`src/rtl/rc4_ctrl_if.sv`:
```
// Byte-stream bundle of rc4_ctrl: key loading, input data and XORed output.
// The slave side belongs to the controller; the master side belongs to its environment.
interface rc4_ctrl_if;
  logic       key_valid;
  logic [7:0] key_data;
  logic       key_ready;
  logic       data_valid;
  logic [7:0] data_in;
  logic       data_ready;
  logic       out_valid;
  logic [7:0] out_data;
  logic       out_ready;

  modport master (
    output key_valid, key_data, data_valid, data_in, out_ready,
    input  key_ready, data_ready, out_valid, out_data
  );

  modport slave (
    input  key_valid, key_data, data_valid, data_in, out_ready,
    output key_ready, data_ready, out_valid, out_data
  );
endinterface

```
`src/rtl/rc4_ctrl.sv`:
```
// Sequencer for the rc4 keystream core: key load/replay, scheduling, throttled keystream FIFO, XOR.
// Define RC4_CTRL_DROP_EN to discard the first DROP_N keystream bytes (RC4-drop[N]).
module rc4_ctrl #(
  parameter int KEY_SIZE   = 16,
  parameter int FIFO_DEPTH = 4,
  parameter int DROP_N     = 0
) (
  input  logic       clk,
  input  logic       rst,
  input  logic       start,
  rc4_ctrl_if.slave  bus,
  output logic       busy,
  output logic       keyed,
  output logic       core_rst,
  output logic       core_en,
  output logic [7:0] core_key,
  input  logic       core_ready,
  input  logic [7:0] core_k
);

  localparam int IDX_W = $clog2(KEY_SIZE + 1);
  localparam int PW    = $clog2(FIFO_DEPTH);
  localparam int CW    = PW + 1;
  localparam logic [IDX_W-1:0] KEY_LAST = IDX_W'(KEY_SIZE - 1);
  localparam logic [IDX_W-1:0] KEY_END  = IDX_W'(KEY_SIZE);
  localparam logic [CW-1:0]    DEPTH_C  = CW'(FIFO_DEPTH);

  if (KEY_SIZE < 1 || KEY_SIZE > 256 || FIFO_DEPTH < 2 ||
      (FIFO_DEPTH & (FIFO_DEPTH - 1)) != 0 || DROP_N < 0 || DROP_N > 4095) begin : g_bad_param
    $error("rc4_ctrl: parameter out of range");
  end

  typedef enum logic [2:0] {
    IDLE,
    LOAD,
    CRST,
    FEED,
    SCHED,
`ifdef RC4_CTRL_DROP_EN
    DROP,
`endif
    RUN
  } state_t;

  state_t           state, state_nx;
  logic [IDX_W-1:0] idx, idx_nx;
  logic [7:0]       kbuf [2**IDX_W];
  logic [7:0]       fifo_mem [FIFO_DEPTH];
  logic [PW-1:0]    wr_ptr, rd_ptr;
  logic [CW-1:0]    count;
  logic             pend;
  logic             flush, push, pop;

`ifdef RC4_CTRL_DROP_EN
  localparam logic [11:0] DROP_LAST = 12'(DROP_N - 1);
  logic [11:0] drop_cnt;
`endif

  // A restart in RUN wins over the output path: nothing is popped or pushed that cycle.
  assign flush          = (state == RUN) && start;
  assign push           = pend && !flush;
  assign keyed          = (state == RUN);
  assign busy           = (state != IDLE) && (state != RUN);
  assign bus.out_valid  = keyed && bus.data_valid && (count != '0) && !flush;
  assign bus.out_data   = bus.data_in ^ fifo_mem[rd_ptr];
  assign pop            = bus.out_valid && bus.out_ready;
  assign bus.data_ready = pop;

  always_comb begin
    state_nx      = state;
    idx_nx        = idx;
    bus.key_ready = 1'b0;
    core_rst      = 1'b0;
    core_en       = 1'b0;
    core_key      = 8'h00;
    unique case (state)
      IDLE: begin
        core_rst = 1'b1;
        if (start) begin
          state_nx = LOAD;
          idx_nx   = '0;
        end
      end
      LOAD: begin
        bus.key_ready = 1'b1;
        if (bus.key_valid) begin
          if (idx == KEY_LAST) begin
            idx_nx   = '0;
            state_nx = CRST;
          end else begin
            idx_nx = idx + 1'b1;
          end
        end
      end
      CRST: begin
        core_rst = 1'b1;
        state_nx = FEED;
      end
      // Key bytes go out back-to-back, followed by one zero byte.
      FEED: begin
        core_en = 1'b1;
        if (idx == KEY_END) begin
          idx_nx   = '0;
          state_nx = SCHED;
        end else begin
          core_key = kbuf[idx];
          idx_nx   = idx + 1'b1;
        end
      end
      SCHED: begin
        core_en = 1'b1;
        if (core_ready) begin
`ifdef RC4_CTRL_DROP_EN
          state_nx = (DROP_N > 0) ? DROP : RUN;
`else
          state_nx = RUN;
`endif
        end
      end
`ifdef RC4_CTRL_DROP_EN
      DROP: begin
        core_en = 1'b1;
        if (drop_cnt == DROP_LAST) state_nx = RUN;
      end
`endif
      RUN: begin
        if (start) begin
          state_nx = LOAD;
          idx_nx   = '0;
        end else begin
          // Bytes already in flight count against free space, so the FIFO cannot overflow.
          core_en = (count + CW'(pend)) < DEPTH_C;
        end
      end
      default: state_nx = IDLE;
    endcase
  end

  always_ff @(posedge clk or negedge rst) begin
    if (!rst) begin
      state  <= IDLE;
      idx    <= '0;
      pend   <= 1'b0;
      count  <= '0;
      wr_ptr <= '0;
      rd_ptr <= '0;
    end else begin
      state <= state_nx;
      idx   <= idx_nx;
      pend  <= (state == RUN) && core_en;
      if (flush) begin
        count  <= '0;
        wr_ptr <= '0;
        rd_ptr <= '0;
      end else begin
        if (push) wr_ptr <= wr_ptr + 1'b1;
        if (pop)  rd_ptr <= rd_ptr + 1'b1;
        if (push && !pop)      count <= count + 1'b1;
        else if (!push && pop) count <= count - 1'b1;
      end
    end
  end

`ifdef RC4_CTRL_DROP_EN
  always_ff @(posedge clk or negedge rst) begin
    if (!rst) drop_cnt <= '0;
    else      drop_cnt <= (state == DROP) ? drop_cnt + 12'd1 : 12'd0;
  end
`endif

  always_ff @(posedge clk) begin
    if (state == LOAD && bus.key_valid) kbuf[idx] <= bus.key_data;
    if (push) fifo_mem[wr_ptr] <= core_k;
  end

  a_no_overflow: assert property (@(posedge clk) disable iff (!rst)
    !(push && !pop && count == DEPTH_C));

endmodule

```
`src/flat_wrapper.sv`:
```
// flat-port wrapper written by rule: the top's interface ports become plain ports
module rc4_ctrl_flat 
#(
  parameter int KEY_SIZE   = 16,
  parameter int FIFO_DEPTH = 4,
  parameter int DROP_N     = 0
)
  (clk, rst, start, busy, keyed, core_rst, core_en, core_key, core_ready, core_k, bus_key_valid, bus_key_data, bus_data_valid, bus_data_in, bus_out_ready, bus_key_ready, bus_data_ready, bus_out_valid, bus_out_data);
  rc4_ctrl_if bus_i ();
  input  logic clk;
  input  logic rst;
  input  logic start;
  output logic busy;
  output logic keyed;
  output logic core_rst;
  output logic core_en;
  output logic [7:0] core_key;
  input  logic core_ready;
  input  logic [7:0] core_k;
  input wire logic [$bits(bus_i.key_valid)-1:0] bus_key_valid;
  input wire logic [$bits(bus_i.key_data)-1:0] bus_key_data;
  input wire logic [$bits(bus_i.data_valid)-1:0] bus_data_valid;
  input wire logic [$bits(bus_i.data_in)-1:0] bus_data_in;
  input wire logic [$bits(bus_i.out_ready)-1:0] bus_out_ready;
  output wire logic [$bits(bus_i.key_ready)-1:0] bus_key_ready;
  output wire logic [$bits(bus_i.data_ready)-1:0] bus_data_ready;
  output wire logic [$bits(bus_i.out_valid)-1:0] bus_out_valid;
  output wire logic [$bits(bus_i.out_data)-1:0] bus_out_data;
  assign bus_i.key_valid = bus_key_valid;
  assign bus_i.key_data = bus_key_data;
  assign bus_i.data_valid = bus_data_valid;
  assign bus_i.data_in = bus_data_in;
  assign bus_i.out_ready = bus_out_ready;
  assign bus_key_ready = bus_i.key_ready;
  assign bus_data_ready = bus_i.data_ready;
  assign bus_out_valid = bus_i.out_valid;
  assign bus_out_data = bus_i.out_data;
  rc4_ctrl #(.KEY_SIZE(KEY_SIZE), .FIFO_DEPTH(FIFO_DEPTH), .DROP_N(DROP_N)) u_core (.clk(clk), .rst(rst), .start(start), .bus(bus_i), .busy(busy), .keyed(keyed), .core_rst(core_rst), .core_en(core_en), .core_key(core_key), .core_ready(core_ready), .core_k(core_k));
endmodule
```
`config.mk`:
```
export PLATFORM = sky130hd
export DESIGN_NAME = rc4_ctrl_flat
export DESIGN_NICKNAME = d
export VERILOG_FILES = /design/src/rtl/rc4_ctrl_if.sv /design/src/rtl/rc4_ctrl.sv /design/src/flat_wrapper.sv
export SDC_FILE = /design/constraint.sdc
export NUM_CORES = 1
export LEC_CHECK = 0
export ABC_AREA = 1
export CAP_MARGIN = 25
export CORE_UTILIZATION = 37
export DETAILED_ROUTE_END_ITERATION = 7
export PLACE_DENSITY = 0.54
export SETUP_SLACK_MARGIN = 0.1
export SYNTH_ARGS = -nofsm -noshare
export SYNTH_HDL_FRONTEND = slang
export SYNTH_SLANG_ARGS = --single-unit
```
`constraint.sdc`:
```
create_clock -name clk -period 5 [get_ports clk]
set_input_delay 0.5 -clock clk [delete_from_list [all_inputs] [get_ports clk]]
set_output_delay 0.5 -clock clk [all_outputs]
set_load 0.01 [all_outputs]
```
# Word level (Yosys, flattened, before mapping)
# Memory sizes are Yosys's and may differ from the RTL's.
# Index checks and enable logic that the tools add are counted.
dict set report word_totals {
  regBits 16
  ramBits 288
  input_bits 31
  output_inout_bits 23
  word_cells 83
  n_memories 2
}
# memory depth width rd rd_clocked_by_memory_dff wr line_no
set memory_table {}
lappend memory_table {u_core.kbuf 32 8 1 0 1 rc4_ctrl.sv:47} ;# logic [7:0] kbuf [2**IDX_W];
lappend memory_table {u_core.fifo_mem 4 8 1 0 1 rc4_ctrl.sv:48} ;# logic [7:0] fifo_mem [FIFO_DEPTH];
dict set report classes {
  add_sub_neg 6
  order_cmp 1
  eq_ne 13
  muxes 28
  bitwise 1
  n_reduce_logical 26
}
# operator n
set op_table {}
lappend op_table {{two-way mux 3 bit} 8}
lappend op_table {{two-way mux 5 bit} 4}
lappend op_table {{two-way mux 8 bit} 2}
lappend op_table {{one-hot mux 3 bit (5 select lines)} 1}
lappend op_table {{one-hot mux 5 bit (3 select lines)} 1}
lappend op_table {{nonzero test 3 bit} 4}
lappend op_table {{logical AND 1 bit} 11}
lappend op_table {{two-way mux 2 bit} 4}
lappend op_table {{bitwise XOR 8 bit} 1}
lappend op_table {{two-way mux 1 bit} 7}
lappend op_table {{== test 3 x 2 -> 1 bit, second input constant} 2}
lappend op_table {{== test 3 bit, second input constant} 2}
lappend op_table {{!= test 2 x 1 -> 1 bit, second input constant} 3}
lappend op_table {{OR reduction 2 bit} 3}
lappend op_table {{adder 5 x 1 -> 5 bit, second input constant} 1}
lappend op_table {{== test 5 x 4 -> 1 bit, second input constant} 1}
lappend op_table {{== test 5 bit, second input constant} 1}
lappend op_table {{AND reduction 5 bit} 1}
lappend op_table {{adder 2 x 1 -> 2 bit, second input constant} 2}
lappend op_table {{!= test 2 bit, second input constant} 2}
lappend op_table {{nonzero test 2 bit} 2}
lappend op_table {{adder 3 x 1 -> 3 bit} 1}
lappend op_table {{adder 3 x 1 -> 3 bit, second input constant} 1}
lappend op_table {{== test 3 x 1 -> 1 bit, second input constant} 1}
lappend op_table {{7 further kinds} 9}

# Logic depth before layout (Yosys ltp)
# Gate-level depths: netlist of run 1.
dict set report depth {
  word_depth 9
  depth_mapped 12
  ltp_nobuf 12
}

# Worst setup path before layout of run 1
# No wires, ideal clock.
dict set report synth_timing {
  kind {reg2reg}
  from {reg u_core.state[1]}
  to {reg u_core.count[2]}
  setup_time_ns 0.121
  arrival_time_ns 2.077
  required_time_ns 4.879
  setup_slack_ns 2.801
  path_stages_with_launch 13
  path_buffers 0
  period_less_slack_ns 2.199
  cell_sequence {dfrtp_1 > inv_1 > nand2_1 > nor2_1 > nand2_1 > nand2_1 > inv_1 > ha_1 > fa_1 > nand2_1 > nand2_1 > o221ai_1 > inv_1}
}
dict set report synth_between {
  elab_chain_len 9
  elab_cells_between_ends 15
  cone_classes {1 x eq/ne; 2 x mux; 12 x reduce/logical}
}
# item line_no
set synth_lines {}
lappend synth_lines {{from (decl)} rc4_ctrl.sv:45} ;# state_t state, state_nx;
lappend synth_lines {{from (signal assigned)} rc4_ctrl.sv:148} ;# state <= state_nx;
lappend synth_lines {{== test 3 bit *} rc4_ctrl.sv:62} ;# assign keyed = (state == RUN);
lappend synth_lines {{via keyed} flat_wrapper.sv:14} ;# output logic keyed;
lappend synth_lines {{logical AND 1 bit, on equally long branches} {rc4_ctrl.sv:64, rc4_ctrl.sv:60}}
lappend synth_lines {{logical AND 1 bit / zero test 1 bit (equally long branches)} {rc4_ctrl.sv:64, rc4_ctrl.sv:61}}
lappend synth_lines {{logical AND 1 bit} rc4_ctrl.sv:64} ;# assign bus.out_valid = keyed && bus.data_valid && (count != '0) && !flush;
lappend synth_lines {{logical AND 1 bit} rc4_ctrl.sv:66} ;# assign pop = bus.out_valid && bus.out_ready;
lappend synth_lines {{zero test 1 bit} rc4_ctrl.sv:158} ;# if (push && !pop) count <= count + 1'b1;
lappend synth_lines {{logical AND 1 bit} rc4_ctrl.sv:158}
lappend synth_lines {{two-way mux 3 bit} rc4_ctrl.sv:158}
lappend synth_lines {{two-way mux 3 bit} rc4_ctrl.sv:151} ;# if (flush) begin
lappend synth_lines {{to (signal assigned)} rc4_ctrl.sv:158}
lappend synth_lines {{to (signal assigned)} rc4_ctrl.sv:159} ;# else if (!push && pop) count <= count - 1'b1;
lappend synth_lines {{to (decl)} rc4_ctrl.sv:50} ;# logic [CW-1:0] count;
# The timed path passes the listed nets; every way through them passes the cells marked *.
# A chain may end at the register's enable or synchronous reset.

# Worst setup path in the final report of run 1
dict set report layout_timing {
  from {reg u_core.idx[0]}
  to {out core_key[3]}
}
dict set report layout_between {
  elab_chain_len 3
  elab_cells_between_ends 4
  cone_classes {1 x eq/ne; 2 x mux; 1 x memory}
}
# item line_no
set layout_lines {}
lappend layout_lines {{from (decl)} rc4_ctrl.sv:46} ;# logic [IDX_W-1:0] idx, idx_nx;
lappend layout_lines {{from (signal assigned)} rc4_ctrl.sv:149} ;# idx <= idx_nx;
lappend layout_lines {{memory read (32 x 8 bit) / == test 5 bit (equally long branches)} n/a}
lappend layout_lines {{two-way mux 8 bit *} rc4_ctrl.sv:102} ;# if (idx == KEY_END) begin
lappend layout_lines {{two-way mux 8 bit *} rc4_ctrl.sv:76} ;# unique case (state)
lappend layout_lines {{to (decl)} flat_wrapper.sv:17} ;# output logic [7:0] core_key;
# Every way passes the cells marked *; elsewhere a longest branch is shown, timed or not.

==> impl_metrics.yaml, run 1 <==
sta:
  post-route-period-util_pct: 83.2
  finalClockSkew_ns: 0.0158
  hold_violations: 0
  post-route-min-period_ns: 4.16
  slew_viol_final: 0
  fmax_mhz: 240
  fin_setup_tns_ns: 0
  tightest_slew_ns: 0.914
  setup_viol: 0
  setup_ws_ns: 0.841
  slew_headroom_pct: 39.1
  hold_slack_ns: 0.447
  rsz0062_at_grt: "false"
finish:
  diodes: 0
  n_fill_cell: 3513
  syn2layout_area_growth_pct: 14.4
  layout.nets: 1468
  final_common_cell: "nand2_1"
  drive_above_1_share_pct: 5.87
  multi_input_area_um2: 3480
  final_util_pct: 43.4
  fin_cells: 1910
  layout_common_cells: "499 x nand2_1, 288 x edfxtp_1, 214 x inv_1"
  seq_area_um2: 9050
global_route:
  globalRouteOverflowTotal: 0
  grt_antenna_before_repair: 0
  grt_max_degree: 84
  grt_pass1_wl_um: 49800
  grt_use_total_pct: 17.1
  grt_pass1_vias: 8745
clocking:
  cts_tree: "yes"
  numCtsBuffers: 34
  clockBufferDepth: 3
  htreeDepth: 2
  clock_latency_ns: 0.51
  cts_resized: 0
  path_clk_slew_ns: 0.06
  cts_setup_buffers: 0
  cts_hold_buffers: 0
  clkSinkCount: 304
  root_buffer: "clkbuf_16"
floorplan:
  pin_count: 54
  coreArea_um2: 35900
  die_y_um: 194
  rows: 69
  start_util_pct: 37.9
  die_area_um2: 37600
  die_w_um: 194
synth:
  yosysSeqAreaShare_pct: 66.4
  yosysWarnings: 0
  syn_area_um2: 13600
  synthesis.nets: 1416
  synth_top_area_share_pct: 63.5
  syn_area_per_cell_um2: 9.92
  ys_seq_elements: 304
  netlist_instances: 1373
  synth.distinct_cells: 32
  synth_largest_area_cell: "edfxtp_1"
  synth_area_leaders: "edfxtp_1 63%, nand2_1 14%, inv_1 5.9%"
routing:
  wl_per_cell_um: 16.6
  drt_pass1_iterations: 5
  vias: 8910
  drtIter0Drc: 692
  wl_um: 31700
  drc: 0
  viasPerCell: 4.66
  ant_nets: 0
placed_design:
  gp_congestion: 0.795
  dp.cells: 1850
  hpwlAfterDp_um: 19000
  pre_cts_slack_ns: 1.40
  numPortBuffers: 53
power_and_ir_drop:
  p_per_area_nw_per_um2: 474
  power_leakage_uw: 0.00658
  vdd_ir_drop_max_mv: 0.298
setup_path:
  required_ns: 4.50
  cp.arrival_ns: 3.66
  cp_max_fo: 83
  critical_path_class: "flop to output port"
  startpoint_type: "flop"
  end_kind: "output port"
job:
  cap_viol_max_count: 0
worst_hold_path:
  hold_class: "input port to async pin"
outcome:
  status: "completed"
[kinds of logic after synthesis]
group,synth area share [%]
AOI/OAI and AO/OA,2.53
DFF,66.4
and+or+nand+nor,21.0
buffers and inverters,8.09
adders and majority gates,1.16
xor gates and xnor gates,0.836
[path summary, 6_finish.rpt]
path,start,to,slack [ns],depth (start not counted)
min,rst,u_core.pend,0.45,1
max,u_core.idx[0],core_key[3],0.84,11
min in group clk,u_core.state[0],u_core.state[0],0.57,2
max reg2reg,u_core.idx[0],u_core.kbuf[2][5],1.52,5
max in group asynchronous,rst,u_core.idx[0],3.99,1
min reg2reg,u_core.state[0],u_core.state[0],0.57,2
[registers in the layout, indices dropped and copies added (netlist names)]
register / flops
u_core.state: 3
u_core.kbuf: 256
u_core.rd_ptr: 2
u_core.idx: 5
u_core.fifo_mem: 32
u_core.count: 3
u_core.wr_ptr: 2
u_core.pend: 1
[Yosys cell counts]
cell type    n
clkbuf_1    12
o31ai_1      1
fa_1         1
edfxtp_1   288
buf_4        7
inv_2        7
nor2_2       1
o221ai_1     1
inv_1      215
nor2_4       1
o22ai_1      8
nor3_1       4
xnor2_1      3
nor3_4       2
nand2_2      4
o21ai_1     14
a21oi_1      9
ha_1        11
o211ai_1     1
nor3_2       5
o21ai_0     31
dfrtp_1     16
nand2_1    499
buf_1        1
nor2_1      89
or2_2        1
xor2_1      10
nand2_4      1
inv_4        1
buf_2       30
buf_6        1
nand3_1     98
[metrics by stage]
stage / instance area (um2) / total power [uW]
5_1_grt: 15600 / 7820
4_1_cts: 15600 / 7460
6_report: 15600 / 7380
2_1_floorplan: 13600 / 4490
3_3_place_gp: 14600 / 5180
3_5_place_dp: 14600 / 5210
[cell type report]
cell class,count,share of cell area (%)
tap,461,3.70
multi-input combinational,795,22.3
sequential,304,58.1
inverter,223,5.40
timing repair buffer,67,4.14
clock buffer,42,5.79
clock inverter,18,0.554
[critical path, stage by stage (launching register included)]
cell and delay (ns):
dfrtp_4 0.64, inv_4 0.68, buf_4 0.43, nand2_1 0.08, nand2_1 0.06, nand2_1 0.04
o21ai_0 0.11, nand2_1 0.08, nand2_1 0.09, nor2_1 0.06, a21oi_1 0.20, clkdlybuf4s50_1 0.58
[layer usage]
metal,vias to the layer above,GRT usage [%],part of all wire (%)
li1,4479,-,-
met1,4204,23.2,46
met2,179,29.0,48
met3,48,2.10,3.9
met4,0,4.59,2.1
met5,-,0,0
[report_power, final]
part	leakage [uW]	switching (uW)	total (uW)	internal, uW
registers	0.00280	135	3010	2880
clock network	0.000480	968	2250	1280
logic	0.00331	1400	2120	727
total	0.00658	2500	7380	4880
No activity file was read; power rests on OpenSTA's default activity.
==> inputs of run 2 (changes only) <==
==> constraint.sdc (replaced) <==
create_clock -name clk -period 4.2 [get_ports clk]
set_input_delay 0.42 -clock clk [delete_from_list [all_inputs] [get_ports clk]]
set_output_delay 0.42 -clock clk [all_outputs]
set_load 0.01 [all_outputs]
==> impl_metrics.yaml, run 2 (synthesis gave the netlist of run 1 again) <==
setup_path:
  cpMaxStageDelayCell: "clkdlybuf4s50_1"
  end_kind: "output port"
  cp_max_fo: 55
  crit_chain: "inv_4 > buf_12 > nand2_1 > nand2_1 > nand2_1 > nand2_1 > nand2_1 > nand2_1 > nor2_1 > a21oi_1 > clkdlybuf4s50_1"
  max_stage_delay_ns: 0.61
  required_ns: 3.78
  crit_path_frequent_cell: "nand2_1"
  cp.arrival_ns: 3.22
  r2r_setup_slack_ns: 1.21
  r2r_cells: 5
  critical_path_class: "flop to output port"
  reg2reg_to: "u_core.kbuf[0][5]"
  startpoint_type: "flop"
  crit-reg2reg-launch: "u_core.idx[1]"
global_route:
  grt_max_degree: 133
  grt_pass1_wl_um: 50600
  globalRouteOverflowTotal: 0
  grt_antenna_before_repair: 0
  grt_pass1_vias: 8669
  grt_use_total_pct: 17.5
outcome:
  status: "completed"
floorplan:
  start_util_pct: 37.9
  die_area_um2: 37600
  coreArea_um2: 35900
  die_y_um: 194
  die_w_um: 194
  pin_count: 54
  rows: 69
clocking:
  path_clk_slew_ns: 0.06
  htreeDepth: 2
  clkSinkCount: 304
  root_buffer: "clkbuf_16"
  cts_resized: 0
  cts_tree: "yes"
  numCtsBuffers: 34
  cts_hold_buffers: 0
  clock_latency_ns: 0.51
  clockBufferDepth: 3
  cts_setup_buffers: 0
routing:
  wl_um: 32500
  ant_nets: 0
  drt_pass1_iterations: 5
  vias: 9078
  drtIter0Drc: 734
  wl_per_cell_um: 17.0
  drc: 0
  viasPerCell: 4.74
power_and_ir_drop:
  power_leakage_uw: 0.00664
  finalPower_uw: 8940
  vdd_ir_drop_max_mv: 0.372
  p_per_area_nw_per_um2: 569
finish:
  n_fill_cell: 3465
  layout.nets: 1475
  syn2layout_area_growth_pct: 15.2
  final_util_pct: 43.7
  reg_top3: "u_core.kbuf x256, u_core.fifo_mem x32, u_core.idx x5"
  final_common_cell: "nand2_1"
  diodes: 0
  largest_reg_flops: 256
  layout_common_cells: "499 x nand2_1, 288 x edfxtp_1, 214 x inv_1"
  drive_above_1_share_pct: 6.19
  top_register: "u_core.kbuf"
sta:
  fin_setup_tns_ns: 0
  tightest_slew_ns: 0.978
  rsz0062_at_grt: "false"
  post-route-min-period_ns: 3.64
  setup_viol: 0
  slew_viol_final: 0
  hold_violations: 0
  fmax_mhz: 274
  slew_headroom_pct: 34.6
  finalClockSkew_ns: 0.0161
  post-route-period-util_pct: 86.8
placed_design:
  numPortBuffers: 53
  gp_congestion: 0.809
  hpwlAfterDp_um: 19500
worst_hold_path:
  hold_class: "input port to async pin"
job:
  cap_viol_max_count: 0
## run 2: worst max path at each step
stage / cells after the start / from / endpoint
2_1_floorplan: 12 / u_core.state[1] / u_core.count[2]
3_3_place_gp: 9 / u_core.idx[0] / core_key[4]
3_5_place_dp: 9 / u_core.idx[0] / core_key[4]
4_1_cts: 9 / u_core.idx[0] / core_key[4]
5_1_grt: 11 / u_core.idx[0] / core_key[2]
6_report: 11 / u_core.idx[0] / core_key[2]
## run 2: power by group
| part | internal [uW] | total [uW] | switching (uW) | leakage [uW] |
|---|---|---|---|---|
| clock | 1650 | 2800 | 1150 | 0.000499 |
| sequential | 3430 | 3520 | 91.2 | 0.00280 |
| combinational | 882 | 2620 | 1740 | 0.00335 |
| total | 5960 | 8940 | 2980 | 0.00664 |
## run 2: layout make-up
cell class                 count  area [um2]  share of cell area [%]
multi-input combinational    795        3480                    22.1
inverter                     223         842                    5.37
sequential                   304        9050                    57.7
timing repair buffer          74         716                    4.56
tap                          461         577                    3.68
clock inverter                14         118                   0.749
clock buffer                  45         913                    5.82
## run 2: per-layer routing
layer	vias to the layer above	share of wire, %	global-route usage (%)
met1	4322	46	24.2
li1	4495	-	-
met3	41	5.1	2.40
met2	220	47	28.5
met4	0	2.1	5.56
met5	-	0	0
## run 2: through the flow
step	cell area, um2	hold WS (ns)	std cells	setup WS (ns)
floorplan	13600	0.124	1373	2.00
global placement	14600	0.556	1856	1.09
detailed placement	14700	0.555	1857	1.10
CTS	15700	0.379	1916	0.531
global route	15700	0.415	1916	0.356
finish	15700	0.358	1916	0.556
## run 2: worst max-delay path, delay by kind of cell, from the launching register on
family	cells	cell delay [ns]
compound gates	1	0.29
buf+inv	3	1.44
flops	1	0.50
simple gates	7	0.46
==> inputs of run 3 (changes only) <==
--- a/config.mk
+++ b/config.mk
@@ -7,6 +7,7 @@
 export LEC_CHECK = 0
 export ABC_AREA = 1
 export CAP_MARGIN = 25
+export CORE_MARGIN = 2
 export CORE_UTILIZATION = 37
 export DETAILED_ROUTE_END_ITERATION = 7
 export PLACE_DENSITY = 0.54
==> impl_metrics.yaml, run 3 (synthesis gave the netlist of run 1 again) <==
outcome:
  status: "completed"
finish:
  syn2layout_area_growth_pct: 14.5
  drive_above_1_share_pct: 5.82
  fin_cells: 1912
  top_register: "u_core.kbuf"
  largest_reg_flops: 256
  layout_common_cells: "499 x nand2_1, 288 x edfxtp_1, 214 x inv_1"
  final_common_cell: "nand2_1"
  layout.nets: 1466
  final_util_pct: 42.8
  n_fill_cell: 3498
  diodes: 0
  reg_top3: "u_core.kbuf x256, u_core.fifo_mem x32, u_core.idx x5"
setup_path:
  critical_path_class: "flop to output port"
  reg2reg_to: "u_core.kbuf[14][6]"
  crit_path_frequent_cell: "nand2_1"
  r2r_setup_slack_ns: 1.30
  cpMaxStageDelayCell: "clkdlybuf4s50_1"
  r2r_cells: 5
  crit_end: "core_key[4]"
  max_stage_delay_ns: 0.59
  startpoint_type: "flop"
  cp.arrival_ns: 3.11
  cpLargestDelayFamily: "buffers and inverters"
  critPathBufInv: 3
  cp_max_fo: 50
  end_kind: "output port"
  required_ns: 3.78
  startpoint: "u_core.idx[0]"
  worstSetupPathDepth: 11
  crit_chain: "inv_4 > buf_12 > nand2_1 > nand2_1 > nand2_1 > nand2_1 > nand2_1 > nand2_1 > nor2_1 > a21oi_1 > clkdlybuf4s50_1"
  crit-reg2reg-launch: "u_core.idx[0]"
clocking:
  htreeDepth: 2
  cts_tree: "yes"
  clock_latency_ns: 0.51
  numCtsBuffers: 34
  clkSinkCount: 304
  root_buffer: "clkbuf_16"
  cts_hold_buffers: 0
  clockBufferDepth: 3
  cts_setup_buffers: 0
  path_clk_slew_ns: 0.06
  cts_resized: 0
floorplan:
  pin_count: 54
  die_w_um: 196
  die_y_um: 196
  rows: 70
  start_util_pct: 37.4
  die_area_um2: 38400
  coreArea_um2: 36400
sta:
  post-route-min-period_ns: 3.53
  post-route-period-util_pct: 84.1
  fmax_mhz: 283
  tightest_slew_ns: 0.884
  fin_setup_tns_ns: 0
  rsz0062_at_grt: "false"
  slew_headroom_pct: 40.8
  setup_viol: 0
  finalClockSkew_ns: 0.0273
  hold_violations: 0
  setup_ws_ns: 0.666
  slew_viol_final: 0
routing:
  drt_pass1_iterations: 5
  drc: 0
  wl_um: 32100
  drtIter0Drc: 539
  viasPerCell: 4.66
  vias: 8916
  wl_per_cell_um: 16.8
  ant_nets: 0
power_and_ir_drop:
  vdd_ir_drop_max_mv: 0.269
  p_per_area_nw_per_um2: 572
  power_leakage_uw: 0.00659
placed_design:
  hpwlAfterDp_um: 19500
  pre_cts_slack_ns: 1.13
  dp.cells: 1855
  gp_congestion: 0.803
  numPortBuffers: 53
global_route:
  grt_antenna_before_repair: 0
  globalRouteOverflowTotal: 0
  grt_use_total_pct: 16.8
  grt_max_degree: 69
  grt_pass1_wl_um: 49900
  grt_pass1_vias: 8626
job:
  cap_viol_max_count: 0
worst_hold_path:
  hold_class: "input port to async pin"
## run 3: worst register-to-register path: stages (launching register included)
cell and delay [ns]:
dfrtp_4 0.49, inv_4 0.43, buf_12 0.30, ha_1 0.18, nand2_1 0.34, nor2_1 0.78
## run 3: per-stage QoR
step	hold slack (ns)	area [um2]	power [uW]
5_1_grt	0.457	15600	9460
4_1_cts	0.417	15600	9020
3_3_place_gp	0.550	14600	6220
3_5_place_dp	0.556	14600	6240
2_1_floorplan	0.124	13600	5350
6_report	0.387	15600	8930
## run 3: worst min-delay path by stage
stage               cells after the start          endpoint       startpoint
CTS                                     1  u_core.wr_ptr[0]              rst
global route                            1  u_core.rd_ptr[0]              rst
finish                                  1     u_core.idx[2]              rst
global placement                        2   u_core.state[0]  u_core.state[0]
floorplan                               0   u_core.count[0]              rst
detailed placement                      2   u_core.state[0]  u_core.state[0]
## run 3: area by class of cell
class	instances	area, um2	area share (%)
flip-flops and latches	304	9050	58.0
multi-input cells	795	3480	22.3
repair buffers	65	621	3.98
inverters	223	842	5.40
clock buffers	45	913	5.86
clock inverters	12	106	0.682
well taps	468	586	3.75
## run 3: power by group
group          switching, uW  internal [uW]  total, uW  leakage, uW
Clock                   1140           1640       2780     0.000497
Combinational           1740            868       2610      0.00330
Sequential               116           3430       3540      0.00280
Total                   2990           5940       8930      0.00659
## run 3: metal layers
metal  vias up  share of wire [%]  wire length, um  GRT usage, %
met2       152                 47            15000          27.3
met1      4250                 47            15100          23.6
met4         0                2.5              817          4.99
li1       4463                  -                -             -
met5         -                  0                0             0
met3        51                3.6             1150          2.34
==> patch 1 (settings of run 2) <==
`FIFO_DEPTH` is set to 4 in 2 places; all go to 2.
--- a/src/rtl/rc4_ctrl.sv
+++ b/src/rtl/rc4_ctrl.sv
@@ -2,7 +2,7 @@
 // Define RC4_CTRL_DROP_EN to discard the first DROP_N keystream bytes (RC4-drop[N]).
 module rc4_ctrl #(
   parameter int KEY_SIZE   = 16,
-  parameter int FIFO_DEPTH = 4,
+  parameter int FIFO_DEPTH = 2,
   parameter int DROP_N     = 0
 ) (
   input  logic       clk,
--- a/src/flat_wrapper.sv
+++ b/src/flat_wrapper.sv
@@ -2,7 +2,7 @@
 module rc4_ctrl_flat 
 #(
   parameter int KEY_SIZE   = 16,
-  parameter int FIFO_DEPTH = 4,
+  parameter int FIFO_DEPTH = 2,
   parameter int DROP_N     = 0
 )
   (clk, rst, start, busy, keyed, core_rst, core_en, core_key, core_ready, core_k, bus_key_valid, bus_key_data, bus_data_valid, bus_data_in, bus_out_ready, bus_key_ready, bus_data_ready, bus_out_valid, bus_out_data);
Check against the original RTL: no difference found for any inputs over 10 cycles, from zero or initial values and one cycle with rst low; that may be too few to reach the edited logic, so the function may still have changed.
==> patch 1 against run 2 <==
  * Worst setup slack worse by 0.11 ns
  * Via count fell by 5.6%
  * Final area fell by 6.6%
  * Routed wire length shrank 6.2%
  * Sequential share of layout area is 0.26 points higher
  * Area after synthesis decreased by 6.5%
  * Non-clock buffer count is 1 lower
  * Die area down 6.4%
  * Final cell count shrank 4.4%
  * Total power down 12%
  * Sequential cell count shrank 19
  * Core utilization is 0.18 points lower
  * Maximum frequency fell by 3.0%
  * Critical path type unchanged
==> patch 1: results (changes against run 2) <==
\begin{tabular}{lr}
\hline
Metric & Value \\
\hline
\multicolumn{2}{l}{\textbf{Logic synthesis}} \\
\quad Count of cell types in the netlist & 27 (was 32) \\
\quad Per-instance average area after synthesis & 9.794 um\^{}2 (was 9.925 um\^{}2) \\
\quad EDFF count, synth & 272 (was 288) \\
\quad Cell types with the largest area share after synthesis & edfxtp\_1, nand2\_1, inv\_1 (unchanged) \\
\quad List of most frequent post-synthesis cells & nand2\_1, edfxtp\_1, inv\_1 (unchanged) \\
\quad Post-synthesis net count & 1339 (was 1416) \\
\multicolumn{2}{l}{\textbf{Global route}} \\
\quad Vias in the first global route & 8319 (was 8669) \\
\quad Grt met2 use & 27.93\% (was 28.45\%) \\
\multicolumn{2}{l}{\textbf{Place}} \\
\quad Final HPWL from detailed placement & 18.30 mm (was 19.49 mm) \\
\quad Final weighted congestion in routability-driven placement & 0.8308 (was 0.8094) \\
\multicolumn{2}{l}{\textbf{Clock tree}} \\
\quad H-tree lvl count & 1 (was 2) \\
\quad Clock buffer count from CTS & 31 (was 34) \\
\multicolumn{2}{l}{\textbf{Detailed routing}} \\
\quad Number of vias per cell after detailed routing & 4.682 (was 4.738) \\
\quad Starting DRC count in detailed routing & 664 (was 734) \\
\quad Wl on met1 & 14.12 mm (was 15.01 mm) \\
\quad Routed length on met2 & 13.96 mm (was 15.19 mm) \\
\multicolumn{2}{l}{\textbf{Finish}} \\
\quad Core utilization of the finished layout & 43.52\% (was 43.70\%) \\
\quad Fraction of final layout cells sized beyond drive strength 1 & 5.857\% (was 6.186\%) \\
\quad Count of nets after finishing & 1398 (was 1475) \\
\quad Top flop regs & u\_core.kbuf (256), u\_core.fifo\_mem (16), u\_core.idx (5) (was u\_core.kbuf (256), u\_core.fifo\_mem (32), u\_core.idx (5)) \\
\quad Count of filler cells inserted in the layout & 3257 (was 3465) \\
\multicolumn{2}{l}{\textbf{Setup path}} \\
\quad Arrival time of data at the critical path endpoint & 3.34 ns (was 3.22 ns) \\
\quad RR Endpoint & u\_core.kbuf[12][7]\$\_DFFE\_PP\_ (was u\_core.kbuf[0][5]\$\_DFFE\_PP\_) \\
\quad Master of the slowest instance on the critical path & inv\_2 (was clkdlybuf4s50\_1) \\
\quad Reg2reg path depth & 4 (was 5) \\
\multicolumn{2}{l}{\textbf{STA}} \\
\quad Worst-case headroom to the max-slew limit & 34.36\% (was 34.56\%) \\
\quad Worst-case hold slack & 0.2501 ns (was 0.3576 ns) \\
\quad Maximum clock skew at final layout & 0.007698 ns (was 0.01610 ns) \\
\multicolumn{2}{l}{\textbf{Status}} \\
\quad Status & finished clean (unchanged) \\
\hline
\end{tabular}
==> patch 1: cell count changes in the layout (fill, tap and decap cells not counted), sizes merged, moves of 4 or more <==
cell / change
nor2: -17
o21ai: -17
edfxtp: -16
nand2: +15
inv: -13
clkbuf: -8
clkinv: +8
o22ai: -7
ha: -4
==> patch 1: cells by family (layout without fill, tap and decap cells) <==
| group | count (synthesis) | after routing | synth area share, % |
|---|---|---|---|
| flip-flops | 285 | 285 | 66.65 |
| AO/OA/AOI/OAI | 41 | 41 | 1.650 |
| adder cells (fa/ha/maj) | 7 | 7 | 0.6873 |
| AND/OR/NAND/NOR | 698 | 698 | 22.09 |
| buffers and inverters | 258 | 340 | 8.091 |
| XOR/XNOR | 12 | 12 | 0.8248 |
==> patch 1: metrics by stage <==
step	total power [mW]	worst slack, ns
after floorplan	4.786	2.243
after global placement	5.491	1.073
after CTS	7.980	0.4642
final	7.909	0.4422
after global routing	8.345	0.2682
after detailed placement	5.501	1.079
==> patch 1: worst register-to-register path, stage by stage, from the launching register on <==
cell,delay [ns]
dfrtp_2,0.40
inv_2,0.71
ha_1,0.34
nand2_1,0.38
nor2_1,0.85
==> patch 1: cell type report <==
| cell class | instances | share of cell area (%) |
|---|---|---|
| clock inverters | 19 | 0.7593 |
| clock buffers | 37 | 5.443 |
| multi-input cells | 758 | 21.94 |
| flip-flops and latches | 285 | 57.94 |
| inverters | 211 | 5.434 |
| repair buffers | 73 | 4.658 |
| well taps | 448 | 3.822 |
==> patch 1: power groups by stage <==
stage                     combinational [mW]  clock (mW)  sequential [mW]
after floorplan                         1.49           0             3.30
after global routing                    2.45        2.62             3.27
after detailed placement                2.18           0             3.32
after global placement                  2.17           0             3.32
final                                   2.17        2.48             3.27
after CTS                               2.19        2.53             3.27
==> patch 2 (config.mk and constraints of run 2) <==
Without the edit above. One comparison of `idx` changes from == to >=.
--- a/src/rtl/rc4_ctrl.sv
+++ b/src/rtl/rc4_ctrl.sv
@@ -84,7 +84,7 @@
       LOAD: begin
         bus.key_ready = 1'b1;
         if (bus.key_valid) begin
-          if (idx == KEY_LAST) begin
+          if (idx >= KEY_LAST) begin
             idx_nx   = '0;
             state_nx = CRST;
           end else begin
Behaviour: no difference found for any inputs over 10 cycles, from zero or initial values and one cycle with rst low; that may be too few to reach the edited logic, so the function may still have changed.
==> patch 2 against run 2 <==
  * Maximum frequency is 0.15% higher
  * Critical path depth is 1 lower
  * Sequential cell count stayed put
  * First-iteration DRC count is 5.9% higher
  * Core utilization is 0.056 points higher
  * Total power is 0.23% higher
  * Final area is 0.13% higher
  * Worst setup slack better by 0.0053 ns
  * Global-route usage is 0.32 points higher
  * Worst hold slack better by 0.011 ns
  * Non-clock buffer count is 1 lower
  * Critical path type unchanged
  * Routed wire length is 0.43% higher
  * Area after synthesis is 0.13% lower
==> patch 2: results (changes against run 2) <==
\begin{tabular}{lr}
\hline
Metric & Value \\
\hline
\multicolumn{2}{l}{\textbf{Detailed routing}} \\
\quad Routed met3 length & 1.487 mm (was 1.651 mm) \\
\quad Routed length on met2 & 15.20 mm (was 15.19 mm) \\
\quad Wl on met1 & 15.31 mm (was 15.01 mm) \\
\quad Starting DRC count in detailed routing & 777 (was 734) \\
\quad Number of vias per cell after detailed routing & 4.751 (was 4.738) \\
\multicolumn{2}{l}{\textbf{Finish}} \\
\quad Number of standard cells in the final layout excluding fillers & 1919 (was 1916) \\
\quad Fraction of final layout cells sized beyond drive strength 1 & 6.584\% (was 6.186\%) \\
\quad Count of nets after finishing & 1477 (was 1475) \\
\multicolumn{2}{l}{\textbf{Setup path}} \\
\quad Master of the slowest instance on the critical path & dfrtp\_4 (was clkdlybuf4s50\_1) \\
\quad Launching point of the worst reg2reg path & u\_core.idx[0]\$\_DFFE\_PN0P\_ (was u\_core.idx[1]\$\_DFFE\_PN0P\_) \\
\quad Worst-path maximum fanout & 38 (was 55) \\
\quad Maximum single-stage delay on the critical path & 0.70 ns (was 0.61 ns) \\
\multicolumn{2}{l}{\textbf{Global route}} \\
\quad Wire length of the first global-routing pass & 51.72 mm (was 50.57 mm) \\
\quad Met3 routing resource usage after global routing & 2.209\% (was 2.400\%) \\
\quad Vias in the first global route & 8916 (was 8669) \\
\quad All-layer global routing usage & 17.80\% (was 17.48\%) \\
\multicolumn{2}{l}{\textbf{Logic synthesis}} \\
\quad Post-synthesis net count & 1418 (was 1416) \\
\quad Sequential share of the synthesized area & 66.49\% (was 66.40\%) \\
\quad Count of cell types in the netlist & 31 (was 32) \\
\quad Cell types with the largest area share after synthesis & edfxtp\_1, nand2\_1, inv\_1 (unchanged) \\
\quad Per-instance average area after synthesis & 9.890 um\^{}2 (was 9.925 um\^{}2) \\
\multicolumn{2}{l}{\textbf{Power}} \\
\quad Cell-internal power & 5.901 mW (was 5.957 mW) \\
\quad Largest voltage drop on the vdd net & 0.0003770 V (was 0.0003717 V) \\
\multicolumn{2}{l}{\textbf{Place}} \\
\quad Final HPWL from detailed placement & 19.66 mm (was 19.49 mm) \\
\quad Final weighted congestion in routability-driven placement & 0.7731 (was 0.8094) \\
\quad Pre-CTS worst setup slack & 1.052 ns (was 1.102 ns) \\
\multicolumn{2}{l}{\textbf{STA}} \\
\quad Maximum clock skew at final layout & 0.02295 ns (was 0.01610 ns) \\
\quad Worst-case headroom to the max-slew limit & 39.57\% (was 34.56\%) \\
\multicolumn{2}{l}{\textbf{Status}} \\
\quad Status & finished clean (unchanged) \\
\multicolumn{2}{l}{\textbf{Clock tree}} \\
\quad Clock Latency Late Sink & 0.53 ns (was 0.51 ns) \\
\hline
\end{tabular}
[patch 2: cell types whose count changed after synthesis, moves of 5 or more]
cell / before / now
buf_2: 30 / 17
nand2_1: 499 / 506
nand3_1: 98 / 109
clkbuf_1: 12 / 29
o21ai_1: 14 / 9
buf_4: 7 / 0
inv_2: 7 / 2
[patch 2: power by group through the flow]
stage | sequential [mW] | clock [mW] | combinational, mW
floorplan | 3.52 | 0 | 1.76
global placement | 3.63 | 0 | 2.59
detailed placement | 3.64 | 0 | 2.61
CTS | 3.57 | 2.87 | 2.62
global route | 3.59 | 2.98 | 2.91
finish | 3.57 | 2.81 | 2.58
[patch 2: cell families (layout without fill, tap and decap cells)]
logic type,count (synthesis),in the layout,share of synthesized area (%)
AOI/OAI and AO/OA,61,61,2.372
DFF,304,304,66.49
adders and majority gates,11,11,1.066
buffers and inverters,268,350,7.548
xor gates and xnor gates,11,11,0.7079
and+or+nand+nor,721,721,21.82
[patch 2: worst min path at each step]
| stage | start | to | slack [ns] |
|---|---|---|---|
| after floorplan | rst | u_core.count[0]$_DFFE_PN0P_ | 0.12 |
| after global placement | u_core.state[0]$_DFFE_PN0P_ | u_core.state[0]$_DFFE_PN0P_ | 0.51 |
| after detailed placement | u_core.state[0]$_DFFE_PN0P_ | u_core.state[0]$_DFFE_PN0P_ | 0.51 |
| after CTS | rst | u_core.rd_ptr[0]$_DFFE_PN0P_ | 0.39 |
| after global routing | rst | u_core.idx[0]$_DFFE_PN0P_ | 0.46 |
| final | rst | u_core.idx[0]$_DFFE_PN0P_ | 0.37 |
[patch 2: area by class of cell]
type                    instances  area [um^2]
fillers                      3386        20200
inverters                     218        820.8
clock buffers                  38        865.8
multi-input cells             804         3533
well taps                     461        576.8
flip-flops and latches        304         9054
clock inverters                21        176.4
repair buffers                 73        688.2
